File: src/rtl/mem_wrapper_responder_if.sv
// rtl/mem_wrapper_responder_if.sv - request/response/status bundle between memory wrapper and responder
interface mem_wrapper_responder_if #(
    parameter int DATA_W = 8,
    parameter int X_W    = 3,
    parameter int Y_W    = 3,
    parameter int T_W    = 1,
    parameter int CNT_W  = 16
);
    logic              req_valid;
    logic              req_ready;
    logic              req_read;
    logic              req_write;
    logic [T_W-1:0]    req_t;
    logic [X_W-1:0]    req_x;
    logic [Y_W-1:0]    req_y;
    logic [DATA_W-1:0] req_data;
    logic              rsp_valid;
    logic              rsp_ready;
    logic [DATA_W-1:0] rsp_data;
    logic              rsp_err;
    logic              err_flag;
    logic [CNT_W-1:0]  rd_cnt;
    logic [CNT_W-1:0]  wr_cnt;

    modport master (
        output req_valid, req_read, req_write, req_t, req_x, req_y, req_data, rsp_ready,
        input  req_ready, rsp_valid, rsp_data, rsp_err, err_flag, rd_cnt, wr_cnt
    );

    modport slave (
        input  req_valid, req_read, req_write, req_t, req_x, req_y, req_data, rsp_ready,
        output req_ready, rsp_valid, rsp_data, rsp_err, err_flag, rd_cnt, wr_cnt
    );
endinterface

File: src/rtl/mem_wrapper_responder.sv
// rtl/mem_wrapper_responder.sv - synchronous (t,y,x)-addressed memory model with request/response handshakes
module mem_wrapper_responder #(
    parameter int DATA_W = 8,
    parameter int X_DIM  = 5,
    parameter int Y_DIM  = 5,
    parameter int T_DIM  = 2,
    parameter int X_W    = 3,
    parameter int Y_W    = 3,
    parameter int T_W    = 1,
    parameter int CNT_W  = 16
) (
    input  logic clk,
    input  logic reset,
    mem_wrapper_responder_if.slave bus
);
    localparam int DEPTH = T_DIM * X_DIM * Y_DIM;
    localparam int AW    = (DEPTH > 1) ? $clog2(DEPTH) : 1;

    typedef enum logic [1:0] {IDLE, READ, RESP} state_t;

    state_t            state;
    logic [DATA_W-1:0] mem [DEPTH];
    logic [AW-1:0]     lat_addr;
    logic              lat_inr;
    logic [DATA_W-1:0] rsp_data_q;
    logic              rsp_err_q;
    logic              err_flag_q;
    logic [CNT_W-1:0]  rd_cnt_q;
    logic [CNT_W-1:0]  wr_cnt_q;

    logic              in_range;
    logic [AW-1:0]     addr;
    logic              accept;
    logic              mem_we;

    // Range check on full input widths (no wrap), and the flat address it guards
    always_comb begin
        in_range = (32'(bus.req_t) < 32'(T_DIM)) &&
                   (32'(bus.req_y) < 32'(Y_DIM)) &&
                   (32'(bus.req_x) < 32'(X_DIM));
        addr     = (AW'(bus.req_t) * AW'(Y_DIM) + AW'(bus.req_y)) * AW'(X_DIM) + AW'(bus.req_x);
        accept   = (state == IDLE) && bus.req_valid;
        mem_we   = accept && bus.req_write && !bus.req_read && in_range;
    end

    assign bus.req_ready = (state == IDLE) && !reset;
    assign bus.rsp_valid = (state == RESP);
    assign bus.rsp_data  = rsp_data_q;
    assign bus.rsp_err   = rsp_err_q;
    assign bus.err_flag  = err_flag_q;
    assign bus.rd_cnt    = rd_cnt_q;
    assign bus.wr_cnt    = wr_cnt_q;

    // Storage array: not reset, so contents survive a mid-operation reset
    always_ff @(posedge clk) begin
        if (mem_we) begin
            mem[addr] <= bus.req_data;
        end
    end

    // Command FSM: accept in IDLE, fetch in READ, hold the response in RESP until taken
    always_ff @(posedge clk or posedge reset) begin
        if (reset) begin
            state      <= IDLE;
            lat_addr   <= '0;
            lat_inr    <= 1'b0;
            rsp_data_q <= '0;
            rsp_err_q  <= 1'b0;
            err_flag_q <= 1'b0;
            rd_cnt_q   <= '0;
            wr_cnt_q   <= '0;
        end else begin
            unique case (state)
                IDLE: begin
                    if (accept) begin
                        unique case ({bus.req_read, bus.req_write})
                            2'b01: begin
                                if (in_range) begin
                                    wr_cnt_q <= wr_cnt_q + 1'b1;
                                end else begin
                                    err_flag_q <= 1'b1;
                                end
                            end
                            2'b10: begin
                                lat_addr <= addr;
                                lat_inr  <= in_range;
                                state    <= READ;
                            end
                            2'b11: begin
                                // Ambiguous command: flag it, touch nothing
                                err_flag_q <= 1'b1;
                            end
                            default: begin
                            end
                        endcase
                    end
                end
                READ: begin
                    rsp_data_q <= lat_inr ? mem[lat_addr] : '0;
                    rsp_err_q  <= !lat_inr;
                    if (!lat_inr) begin
                        err_flag_q <= 1'b1;
                    end
                    state <= RESP;
                end
                RESP: begin
                    if (bus.rsp_ready) begin
                        rd_cnt_q <= rd_cnt_q + 1'b1;
                        state    <= IDLE;
                    end
                end
                default: begin
                    state <= IDLE;
                end
            endcase
        end
    end
endmodule

File: src/flat_wrapper.sv
// flat-port wrapper written by rule: the top's interface ports become plain ports
module mem_wrapper_responder_flat 
#(
    parameter int DATA_W = 8,
    parameter int X_DIM  = 5,
    parameter int Y_DIM  = 5,
    parameter int T_DIM  = 2,
    parameter int X_W    = 3,
    parameter int Y_W    = 3,
    parameter int T_W    = 1,
    parameter int CNT_W  = 16
)
  (clk, reset, bus_req_valid, bus_req_read, bus_req_write, bus_req_t, bus_req_x, bus_req_y, bus_req_data, bus_rsp_ready, bus_req_ready, bus_rsp_valid, bus_rsp_data, bus_rsp_err, bus_err_flag, bus_rd_cnt, bus_wr_cnt);
  mem_wrapper_responder_if #(.DATA_W(DATA_W), .X_W(X_W), .Y_W(Y_W), .T_W(T_W), .CNT_W(CNT_W)) bus_i ();
  input  logic clk;
  input  logic reset;
  input wire logic [$bits(bus_i.req_valid)-1:0] bus_req_valid;
  input wire logic [$bits(bus_i.req_read)-1:0] bus_req_read;
  input wire logic [$bits(bus_i.req_write)-1:0] bus_req_write;
  input wire logic [$bits(bus_i.req_t)-1:0] bus_req_t;
  input wire logic [$bits(bus_i.req_x)-1:0] bus_req_x;
  input wire logic [$bits(bus_i.req_y)-1:0] bus_req_y;
  input wire logic [$bits(bus_i.req_data)-1:0] bus_req_data;
  input wire logic [$bits(bus_i.rsp_ready)-1:0] bus_rsp_ready;
  output wire logic [$bits(bus_i.req_ready)-1:0] bus_req_ready;
  output wire logic [$bits(bus_i.rsp_valid)-1:0] bus_rsp_valid;
  output wire logic [$bits(bus_i.rsp_data)-1:0] bus_rsp_data;
  output wire logic [$bits(bus_i.rsp_err)-1:0] bus_rsp_err;
  output wire logic [$bits(bus_i.err_flag)-1:0] bus_err_flag;
  output wire logic [$bits(bus_i.rd_cnt)-1:0] bus_rd_cnt;
  output wire logic [$bits(bus_i.wr_cnt)-1:0] bus_wr_cnt;
  assign bus_i.req_valid = bus_req_valid;
  assign bus_i.req_read = bus_req_read;
  assign bus_i.req_write = bus_req_write;
  assign bus_i.req_t = bus_req_t;
  assign bus_i.req_x = bus_req_x;
  assign bus_i.req_y = bus_req_y;
  assign bus_i.req_data = bus_req_data;
  assign bus_i.rsp_ready = bus_rsp_ready;
  assign bus_req_ready = bus_i.req_ready;
  assign bus_rsp_valid = bus_i.rsp_valid;
  assign bus_rsp_data = bus_i.rsp_data;
  assign bus_rsp_err = bus_i.rsp_err;
  assign bus_err_flag = bus_i.err_flag;
  assign bus_rd_cnt = bus_i.rd_cnt;
  assign bus_wr_cnt = bus_i.wr_cnt;
  mem_wrapper_responder #(.DATA_W(DATA_W), .X_DIM(X_DIM), .Y_DIM(Y_DIM), .T_DIM(T_DIM), .X_W(X_W), .Y_W(Y_W), .T_W(T_W), .CNT_W(CNT_W)) u_core (.clk(clk), .reset(reset), .bus(bus_i));
endmodule
File: config.mk
export PLATFORM = sky130hd
export DESIGN_NAME = mem_wrapper_responder_flat
export DESIGN_NICKNAME = d
export VERILOG_FILES = /design/src/rtl/mem_wrapper_responder_if.sv /design/src/rtl/mem_wrapper_responder.sv /design/src/flat_wrapper.sv
export SDC_FILE = /design/constraint.sdc
export NUM_CORES = 1
export LEC_CHECK = 0
export BUFFER_PORTS_ARGS = -buffer_cell sky130_fd_sc_hd__buf_2
export CORE_UTILIZATION = 45
export DETAILED_ROUTE_END_ITERATION = 7
export SYNTH_ARGS = -nofsm -noshare
export SYNTH_HDL_FRONTEND = slang
export SYNTH_SLANG_ARGS = --single-unit
File: constraint.sdc
create_clock -name clk -period 5.5 [get_ports clk]
set_clock_uncertainty 0.1 [all_clocks]
set_input_delay 1.1 -clock clk [delete_from_list [all_inputs] [get_ports clk]]
set_output_delay 1.1 -clock clk [all_outputs]
set_load 0.03 [all_outputs]
## After elaboration in Yosys (flattened, before gate mapping)

Memory sizes are Yosys's and may differ from the RTL's.
Index checks and enable logic that the tools add are counted.

| storage, ports and cells | value |
|---|---|
| bits in registers | 51 |
| latch bits | 0 |
| memory bits (writable) | 400 |
| memory bits (read-only) | 0 |
| bits of input ports | 21 |
| output and inout port bits | 44 |
| logic and storage cells | 56 |
| memories kept | 1 |

| cells by class | value |
|---|---|
| add/sub/neg operators | 4 |
| $mul | 2 |
| div/mod/pow operators | 0 |
| magnitude comparators | 2 |
| equal/unequal tests | 11 |
| shift operators | 0 |
| multiplexer cells | 12 |
| bitwise logic cells | 0 |
| reduce and logical (&&, ||, !) cells | 16 |

Memories:

| name | depth | bits a word | rd ports | clocked after memory_dff | wr ports | line | text |
|---|---|---|---|---|---|---|---|
| u_core.mem | 50 | 8 | 1 | 0 | 1 | mem_wrapper_responder.sv:22 | `logic [DATA_W-1:0] mem [DEPTH];` |

Operator list:

| cell | count |
|---|---|
| $add 16x1->16 const B | 2 |
| $mux 8 | 1 |
| $add 6x3->6 | 1 |
| $eq 2x2->1 const B | 3 |
| $logic_and 1x1->1 | 6 |
| $lt 3x3->1 const B | 2 |
| $mul 6x3->6 const B | 1 |
| $mux 2 | 3 |
| $ne 2x2->1 const B | 3 |
| $ne 3x3->1 const B | 2 |
| $pmux 2 s3 | 1 |
| $reduce_and 3->1 | 2 |
| $add 4x3->5 | 1 |
| $mux 1 | 5 |
| $reduce_and 5->1 | 1 |
| $eq 2x1->1 const B | 2 |
| $mul 1x3->4 const B | 1 |
| $pmux 1 s2 | 2 |
| $reduce_and 4->1 | 1 |
| $logic_not 1->1 | 3 |
| $logic_not 2->1 | 1 |
| $ne 2x1->1 const B | 1 |
| $reduce_and 2->1 | 1 |
| $reduce_bool 2->1 | 1 |

## Longest topological paths before layout

Gate-level depths: netlist of the first run.

| depth | value |
|---|---|
| depth after elaboration | 7 |
| gate-level depth with buffers | 13 |
| gate-level depth less buffers | 12 |

## Least setup slack after synthesis of the first run

OpenSTA, ideal clock, no wires.

| timing path | value |
|---|---|
| path type | in2reg |
| start point | input bus_req_y[2] |
| end point | memory u_core.mem[33][0], enable pin |
| library setup time | 370 ps |
| arrival | 4227 ps |
| required time | 5030 ps |
| setup slack | 803 ps |
| stages on the path | 12 |
| path through | ha_1 a31oi_1 inv_1 ha_1 ha_1 ha_1 nor2b_1 o21a_1 o21a_1 or4_1 clkbuf_1 nor2_1 |

| between the ends | value |
|---|---|
| cells in the longest elaborated chain, start to end | 5 |
| elaborated cells on any way between the ends | 8 |

RTL lines:

| item | line | text |
|---|---|---|
| start: declaration | flat_wrapper.sv:22 | `input wire logic [$bits(bus_i.req_y)-1:0] bus_req_y;` |
| branches (longest 5 deep; another with $mul 6x3->6) | n/a |  |
| end: declaration | mem_wrapper_responder.sv:22 |  |

Several ways; the timed one is not identified.

## Worst setup path in the final report of the first run

| timing path | value |
|---|---|
| start point | input bus_req_y[2] |
| end point | memory u_core.mem[31][3], enable pin |

The elaborated chain is that of the path after synthesis.

==> metrics.md, run 1 <==
| Metric | Value |
|---|---|
| Status | complete, no violations |
| Total GRT Usage | 0.205 |
| TritonRoute pass-1 iters | 5 |
| Initial core utilization | 0.459 |
| Global route total overflow | 0 |
| Post-Synth Adder-Cell Area | 0.0120 |
| Initial antenna violation count | 0 |
| Via count | 9442 |
| HP Start | u_core.bus.wr_cnt[15] |
| Die width | 204 um |
| Main combinational cell family by area after synthesis | multiplexers |
| NumNets Final | 1155 |
| Final setup fails | 0 |
| PostCTS Resize Cnt | 0 |
| Fin crit period | 4.53 ns |
| CTS Hold Bufs | 0 |
| Core Region | 40000 um^2 |
| Chip Height | 204 um |
| Static Leak | 7.41 nW |
| Crit share post-route | 0.823 |
| Post-Syn Nets | 1027 |
| Placed inst area | 19500 um^2 |
| Top FF cell, synth | edfxtp_1 |
| Wire per inst | 24.6 um |
| Max-Cap Viols | 0 |
| Clock Tree Buf Depth | 3 |
| Power Dens Cells | 434 nW/um^2 |
| Worst setup EP type | flip-flop |
| Final Cell Area | 21100 um^2 |
| RR Endpoint | u_core.bus.rsp_data[3] |
| ANT cells | 0 |
| Max-slew headroom | 0.267 |
| Synth-to-Final Area Change | 14.9% |
| Synthesized area | 18400 um^2 |
| Core Util, Final | 0.527 |
| Worst endpoint required time | 5.69 ns |
| Setup TNS Final | 0 ns |
| Post-Synth Simple-Gate Area | 0.0533 |
| Row count | 73 |
| Mux contribution to synthesized area | 0.143 |
| IO Port Bufs | 64 |
| Post-synth EDFFs | 400 |
| Filler cells | 3217 |
| Met1 usage | 0.293 |
| Instance count of the mapped netlist | 989 |
| Worst Tran Pin Value | 1.10 ns |
| Post-synthesis cell type count | 63 |
| DR DRC count | 0 |
| Register bit total from synthesis | 451 |
| Mean post-synth cell area | 18.6 um^2 |
| CP max FO | 8 |
| WL final | 41300 um |
| Most frequent cells in the layout | 400 x edfxtp_1, 83 x mux4_2, 67 x nor2_1, 64 x buf_2, 62 x buf_4 |
| Hold Crit Class | reg -> reg |
| First-iteration detailed-routing DRC count | 857 |
| CTS clk-pin slew, worst paths | 0.06 ns |
| Hold path cells | 1 |
| R2r startpoint | u_core.lat_addr[0] |
| Ys async rst share | 0.113 |
| Fin. Hold Viols | 0 |
| Layer with the highest usage | met2 |
| Critical path launch point type | input port |
| Post-CTS setup-driven buffer insertion count | 0 |
| M2 GR Usage | 0.327 |
| Global routing met3 resource utilization | 0.0265 |
| Global-route wire length before repair | 62500 um |
| Total power | 9.15 mW |
| Ports | 65 |
| Fmax | 0.221 GHz |
| Fin Hold WS | 0.368 ns |
| Post-DP HPWL | 25500 um |
| CTS HTree Levels | 2 |
| RSZ-0062 raised after global routing | no |
| Slew Limit Fails | 0 |
| Routed Antenna Nets | 0 |
| Worst EP arrival | 4.72 ns |
| Vias/cell | 5.62 |
| Overall die area | 41600 um^2 |
| Vias in the first global route | 9557 |
| Reg2Reg Setup Slack | 2.24 ns |
| TritonCTS Buffers | 48 |
| Compound-Gate Fraction of Synth Area | 0.0309 |
| Register area share after synthesis | 0.724 |
| Worst-skew pair later-pin latency | 0.58 ns |
| Largest net degree at the start of global routing | 64 |
| Xor/xnor share of the synthesized area | 0.0172 |
| Sink Count | 451 |
| VDD IR max | 0.000253 V |
| Final GP Congestion | 0.897 |
| Clk root buf | clkbuf_16 |
| Crit path kind | in -> reg |
| Most common cell after layout, fill and taps aside | edfxtp_1 |
| Share of cells above drive strength 1 | 0.263 |
| Synth warn | 0 |
| Reg2Reg Depth | 5 |
| CTS tree | yes |
| Worst hold endpoint | u_core.bus.wr_cnt[15] |
==> worst max-delay path by stage <==
stage,from,end,slack [ns],depth (start not counted)
2_1_floorplan,bus_req_y[2],u_core.mem[33][0],0.80,12
3_3_place_gp,bus_req_y[2],u_core.mem[25][7],0.50,13
3_5_place_dp,bus_req_y[2],u_core.mem[31][1],0.41,13
4_1_cts,bus_req_y[2],u_core.mem[31][3],1.02,13
5_1_grt,bus_req_y[2],u_core.mem[31][3],0.77,13
6_report,bus_req_y[2],u_core.mem[31][3],0.97,13
==> cells by family after synthesis <==
| family | count (synthesis) |
|---|---|
| muxes | 152 |
| buffers and inverters | 61 |
| AOI/OAI and AO/OA | 76 |
| and+or+nand+nor | 196 |
| adders and majority gates | 17 |
| DFF | 451 |
| xor gates and xnor gates | 36 |
==> stage by stage <==
step	worst slack, ns	instances
floorplan	0.803	989
global route	0.767	1679
detailed placement	0.407	1592
global placement	0.505	1592
CTS	1.02	1679
finish	0.975	1679
==> synthesized netlist by cell type (12+ instances only) <==
library cell  number  area, um^2
mux2_2            14         158
a22oi_1           13        97.6
buf_2             20         100
nor2_1            67         251
nand2_1           44         165
and3_1            13        81.3
mux2i_1           49         490
inv_1             12        45.0
nand3_1           15        75.1
nand4_1           12        75.1
mux4_2            83        1870
edfxtp_1         400       12000
xnor2_1           26         228
ha_1              16         200
dfrtp_1           51        1280
==> state kept, by name (all words and copies together) (netlist names) <==
| signal | cells |
|---|---|
| u_core.lat_addr | 6 |
| u_core.bus.rd_cnt | 16 |
| u_core.state | 2 |
| u_core.bus.rsp_data | 8 |
| u_core.bus.wr_cnt | 16 |
| u_core.bus.rsp_err | 1 |
| u_core.lat_inr | 1 |
| u_core.mem | 400 |
| u_core.bus.err_flag | 1 |
==> cell type report <==
| class | instances | area, um^2 | area share |
|---|---|---|---|
| inverters | 12 | 45.0 | 0.00213 |
| flip-flops and latches | 451 | 13300 | 0.630 |
| repair buffers | 127 | 806 | 0.0382 |
| well taps | 525 | 657 | 0.0311 |
| multi-input cells | 477 | 4700 | 0.223 |
| clock buffers | 59 | 1290 | 0.0613 |
| clock inverters | 28 | 299 | 0.0142 |
==> worst max-delay path, cell delays in order <==
cell and delay, ns:
buf_2 0.11, ha_1 0.31, a31oi_1 0.27, inv_1 0.08, ha_1 0.30, ha_1 0.30, ha_1 0.36, nor2b_1 0.15
o21a_1 0.18, nor3_1 0.48, o211ai_1 0.46, nor2_1 0.41, buf_4 0.21
==> where the power goes <==
part	total, mW	leakage (nW)	internal [mW]	switching [mW]
Sequential	4.06	4.27	3.80	0.262
Clock	3.24	0.781	1.95	1.30
Combinational	1.85	2.36	0.807	1.04
Total	9.15	7.41	6.55	2.60
==> routing by layer <==
| layer | wire, um | share of wire | vias up |
|---|---|---|---|
| met2 | 19600 | 0.48 | 257 |
| met4 | 983 | 0.024 | 0 |
| li1 | - | - | 4213 |
| met1 | 18800 | 0.46 | 4909 |
| met3 | 1830 | 0.044 | 63 |
| met5 | 0 | 0 | - |
No activity file was read; power rests on OpenSTA's default activity.
==> run 2: changes to the inputs <==
--- a/config.mk
+++ b/config.mk
@@ -5,6 +5,7 @@
 export SDC_FILE = /design/constraint.sdc
 export NUM_CORES = 1
 export LEC_CHECK = 0
+export ABC_AREA = 1
 export BUFFER_PORTS_ARGS = -buffer_cell sky130_fd_sc_hd__buf_2
 export CORE_UTILIZATION = 45
 export DETAILED_ROUTE_END_ITERATION = 7
==> constraint.sdc (replaced) <==
create_clock -name clk -period 4 [get_ports clk]
set_clock_uncertainty 0.1 [all_clocks]
set_input_delay 0.8 -clock clk [delete_from_list [all_inputs] [get_ports clk]]
set_output_delay 0.8 -clock clk [all_outputs]
set_load 0.03 [all_outputs]
==> metrics.md, run 2 <==
| Metric | Value |
|---|---|
| Status | complete, no violations |
| Most frequent cells in the layout | 537 x nand2_1, 400 x edfxtp_1, 236 x nand3_1, 167 x inv_1, 140 x nor2_1 |
| Flop pwr share | 0.405 |
| Instance count of the mapped netlist | 1826 |
| NumNets Final | 1990 |
| Worst setup EP type | flip-flop |
| Comb pwr share | 0.245 |
| Largest net degree at the start of global routing | 219 |
| Worst Tran Pin Value | 1.03 ns |
| Most common cell in the netlist | nand2_1 |
| Crit path kind | in -> reg |
| Ports | 65 |
| Clock Tree Buf Depth | 3 |
| Max-slew headroom | 0.307 |
| Vias in the first global route | 13100 |
| Largest register by flop count | u_core.mem |
| Hold Crit Class | in -> async |
| Critical path launch point type | input port |
| CTS Hold Bufs | 0 |
| Core Util, Final | 0.533 |
| Max-Cap Viols | 0 |
| Area contributors post-synth | edfxtp_1 62%, nand2_1 10%, dfrtp_1 6.6% |
| Yosys top cell by area | edfxtp_1 |
| Placed inst area | 20800 um^2 |
| TritonCTS Buffers | 48 |
| RSZ-0062 raised after global routing | yes |
| Total GRT Usage | 0.232 |
| Overall die area | 44000 um^2 |
| Global-route wire length before repair | 76300 um |
| Worst-skew pair later-pin latency | 0.60 ns |
| Synth warn | 0 |
| Synth-to-Final Area Change | 15.8% |
| Post-synth top cells | 537 x nand2_1, 400 x edfxtp_1, 236 x nand3_1, 168 x inv_1, 156 x nor2_1 |
| Static Leak | 9.18 nW |
| Initial core utilization | 0.460 |
| CTS HTree Levels | 2 |
| Ys async rst share | 0.113 |
| RR Endpoint | u_core.mem[8][0] |
| Reg2Reg Setup Slack | 1.31 ns |
| Fin crit period | 3.92 ns |
| Critical Path Start | bus_req_y[0] |
| R2r startpoint | u_core.state[0] |
| Final setup fails | 0 |
| Fmax | 0.255 GHz |
| Worst EP arrival | 4.02 ns |
| Chip Height | 210 um |
| Wire per inst | 19.7 um |
| Clk root buf | clkbuf_16 |
| CP max FO | 8 |
| Final GP Congestion | 0.897 |
| Initial antenna violation count | 1 |
| First-iteration detailed-routing DRC count | 1494 |
| Post-DP HPWL | 31600 um |
| Final Cell Area | 22500 um^2 |
| IO Port Bufs | 64 |
| Row count | 75 |
| CTS clk-pin slew, worst paths | 0.06 ns |
| Synthesized area | 19400 um^2 |
| Via count | 13300 |
| Multi-input gate area | 5130 um^2 |
| VDD IR max | 0.000383 V |
| WL final | 50000 um |
| Max FFs per register | 400 |
| Power Dens Cells | 587 nW/um^2 |
| Vias/cell | 5.26 |
| Switch share | 0.323 |
| Most common cell after layout, fill and taps aside | nand2_1 |
| Global route total overflow | 0 |
| Worst endpoint required time | 4.10 ns |
| Final worst setup slack | 0.0838 ns |
| Sink Count | 451 |
| Critical Path End | u_core.mem[9][7] |
| Routed Antenna Nets | 0 |
| P_sw | 4.27 mW |
| Clock power frac | 0.350 |
| TritonRoute pass-1 iters | 6 |
| Core Region | 42200 um^2 |
| Total power | 13.2 mW |
| Slew Limit Fails | 0 |
| Share of the synthesized area in the top cell type | 0.618 |
| Post-synth EDFFs | 400 |
| Internal power | 8.93 mW |
| Register bit total from synthesis | 451 |
| CTS tree | yes |
| Top FF cell, synth | edfxtp_1 |
| Pre-CTS setup slack | -0.550 ns |
| Reg2Reg Depth | 8 |
| Share of cells above drive strength 1 | 0.139 |
| Die width | 210 um |
| Post-synthesis cell type count | 32 |
| ANT cells | 0 |
| DR DRC count | 0 |
| Mean post-synth cell area | 10.6 um^2 |
| Post-Syn Nets | 1864 |
| Crit share post-route | 0.979 |
| Register area share after synthesis | 0.684 |
| Register area | 13300 um^2 |
| Filler cells | 3702 |
| Fin. Hold Viols | 0 |
==> run 2: cell count changes after synthesis, sizes merged, moves of 17 or more <==
cell	delta
nand3	+222
inv	+159
mux2	-17
a21oi	+18
nor2	+99
buf	+17
o21ai	+50
mux2i	-49
nand2	+494
mux4	-85
clkbuf	+20
==> run 2: final cells by class <==
type	count	share of cell area
multi-input combinational	1116	0.228
tap	539	0.0300
timing repair buffer	162	0.0492
inverter	173	0.0291
sequential	451	0.591
clock inverter	33	0.0173
clock buffer	56	0.0557
==> run 2: repair_timing <==
action	in CTS	in global routing
setup buffers	0	0
setup endpoints to repair	0	168
endpoints found under the hold margin	0	0
gates resized for setup	0	14
==> run 2: worst min path at each step <==
stage | startpoint | endpoint | slack (ns)
after floorplan | u_core.lat_inr | u_core.lat_inr | 0.38
after global placement | u_core.bus.rd_cnt[15] | u_core.bus.rd_cnt[15] | 0.36
after detailed placement | u_core.bus.rsp_data[2] | u_core.bus.rsp_data[2] | 0.36
after CTS | reset | u_core.bus.wr_cnt[8] | 0.28
after global routing | reset | u_core.bus.wr_cnt[3] | 0.32
final | reset | u_core.bus.wr_cnt[3] | 0.27
==> run 2: metal layers <==
metal,wire [um],GRT usage
met1,21800,0.326
met2,22800,0.358
met3,4050,0.0473
met4,1360,0.0818
met5,0,0
==> run 2: power groups by stage <==
stage | clock network, mW | registers, mW | logic [mW]
2_1_floorplan | 0 | 5.53 | 1.93
3_3_place_gp | 0 | 5.44 | 3.17
3_5_place_dp | 0 | 5.44 | 3.19
4_1_cts | 4.69 | 5.35 | 3.20
5_1_grt | 4.87 | 5.36 | 3.54
6_report | 4.62 | 5.35 | 3.23
==> run 2: critical path, stage by stage <==
cell	delay (ns)
buf_2	0.11
ha_1	0.21
ha_1	0.20
xor2_1	0.25
ha_1	0.28
ha_1	0.30
inv_1	0.06
fa_1	0.43
o21ai_0	0.18
a21oi_1	0.10
xor2_1	0.18
inv_1	0.13
nand3_1	0.08
buf_4	0.19
nor2_1	0.52
==> run 2: cells by family after synthesis <==
logic type | synth area share
AOI/OAI and AO/OA | 0.0292
xor gates and xnor gates | 0.0144
adders and majority gates | 0.0113
buffers and inverters | 0.0543
DFF | 0.684
muxes | 0.000580
and+or+nand+nor | 0.206
==> run 2: stage by stage <==
step | hold WS [ns] | instances | TNS (ns)
after global placement | 0.358 | 2441 | -104.89
after detailed placement | 0.361 | 2441 | -124.46
after floorplan | 0.376 | 1826 | -19.90
final | 0.271 | 2530 | 0
after global routing | 0.317 | 2530 | -5.43
after CTS | 0.281 | 2530 | 0
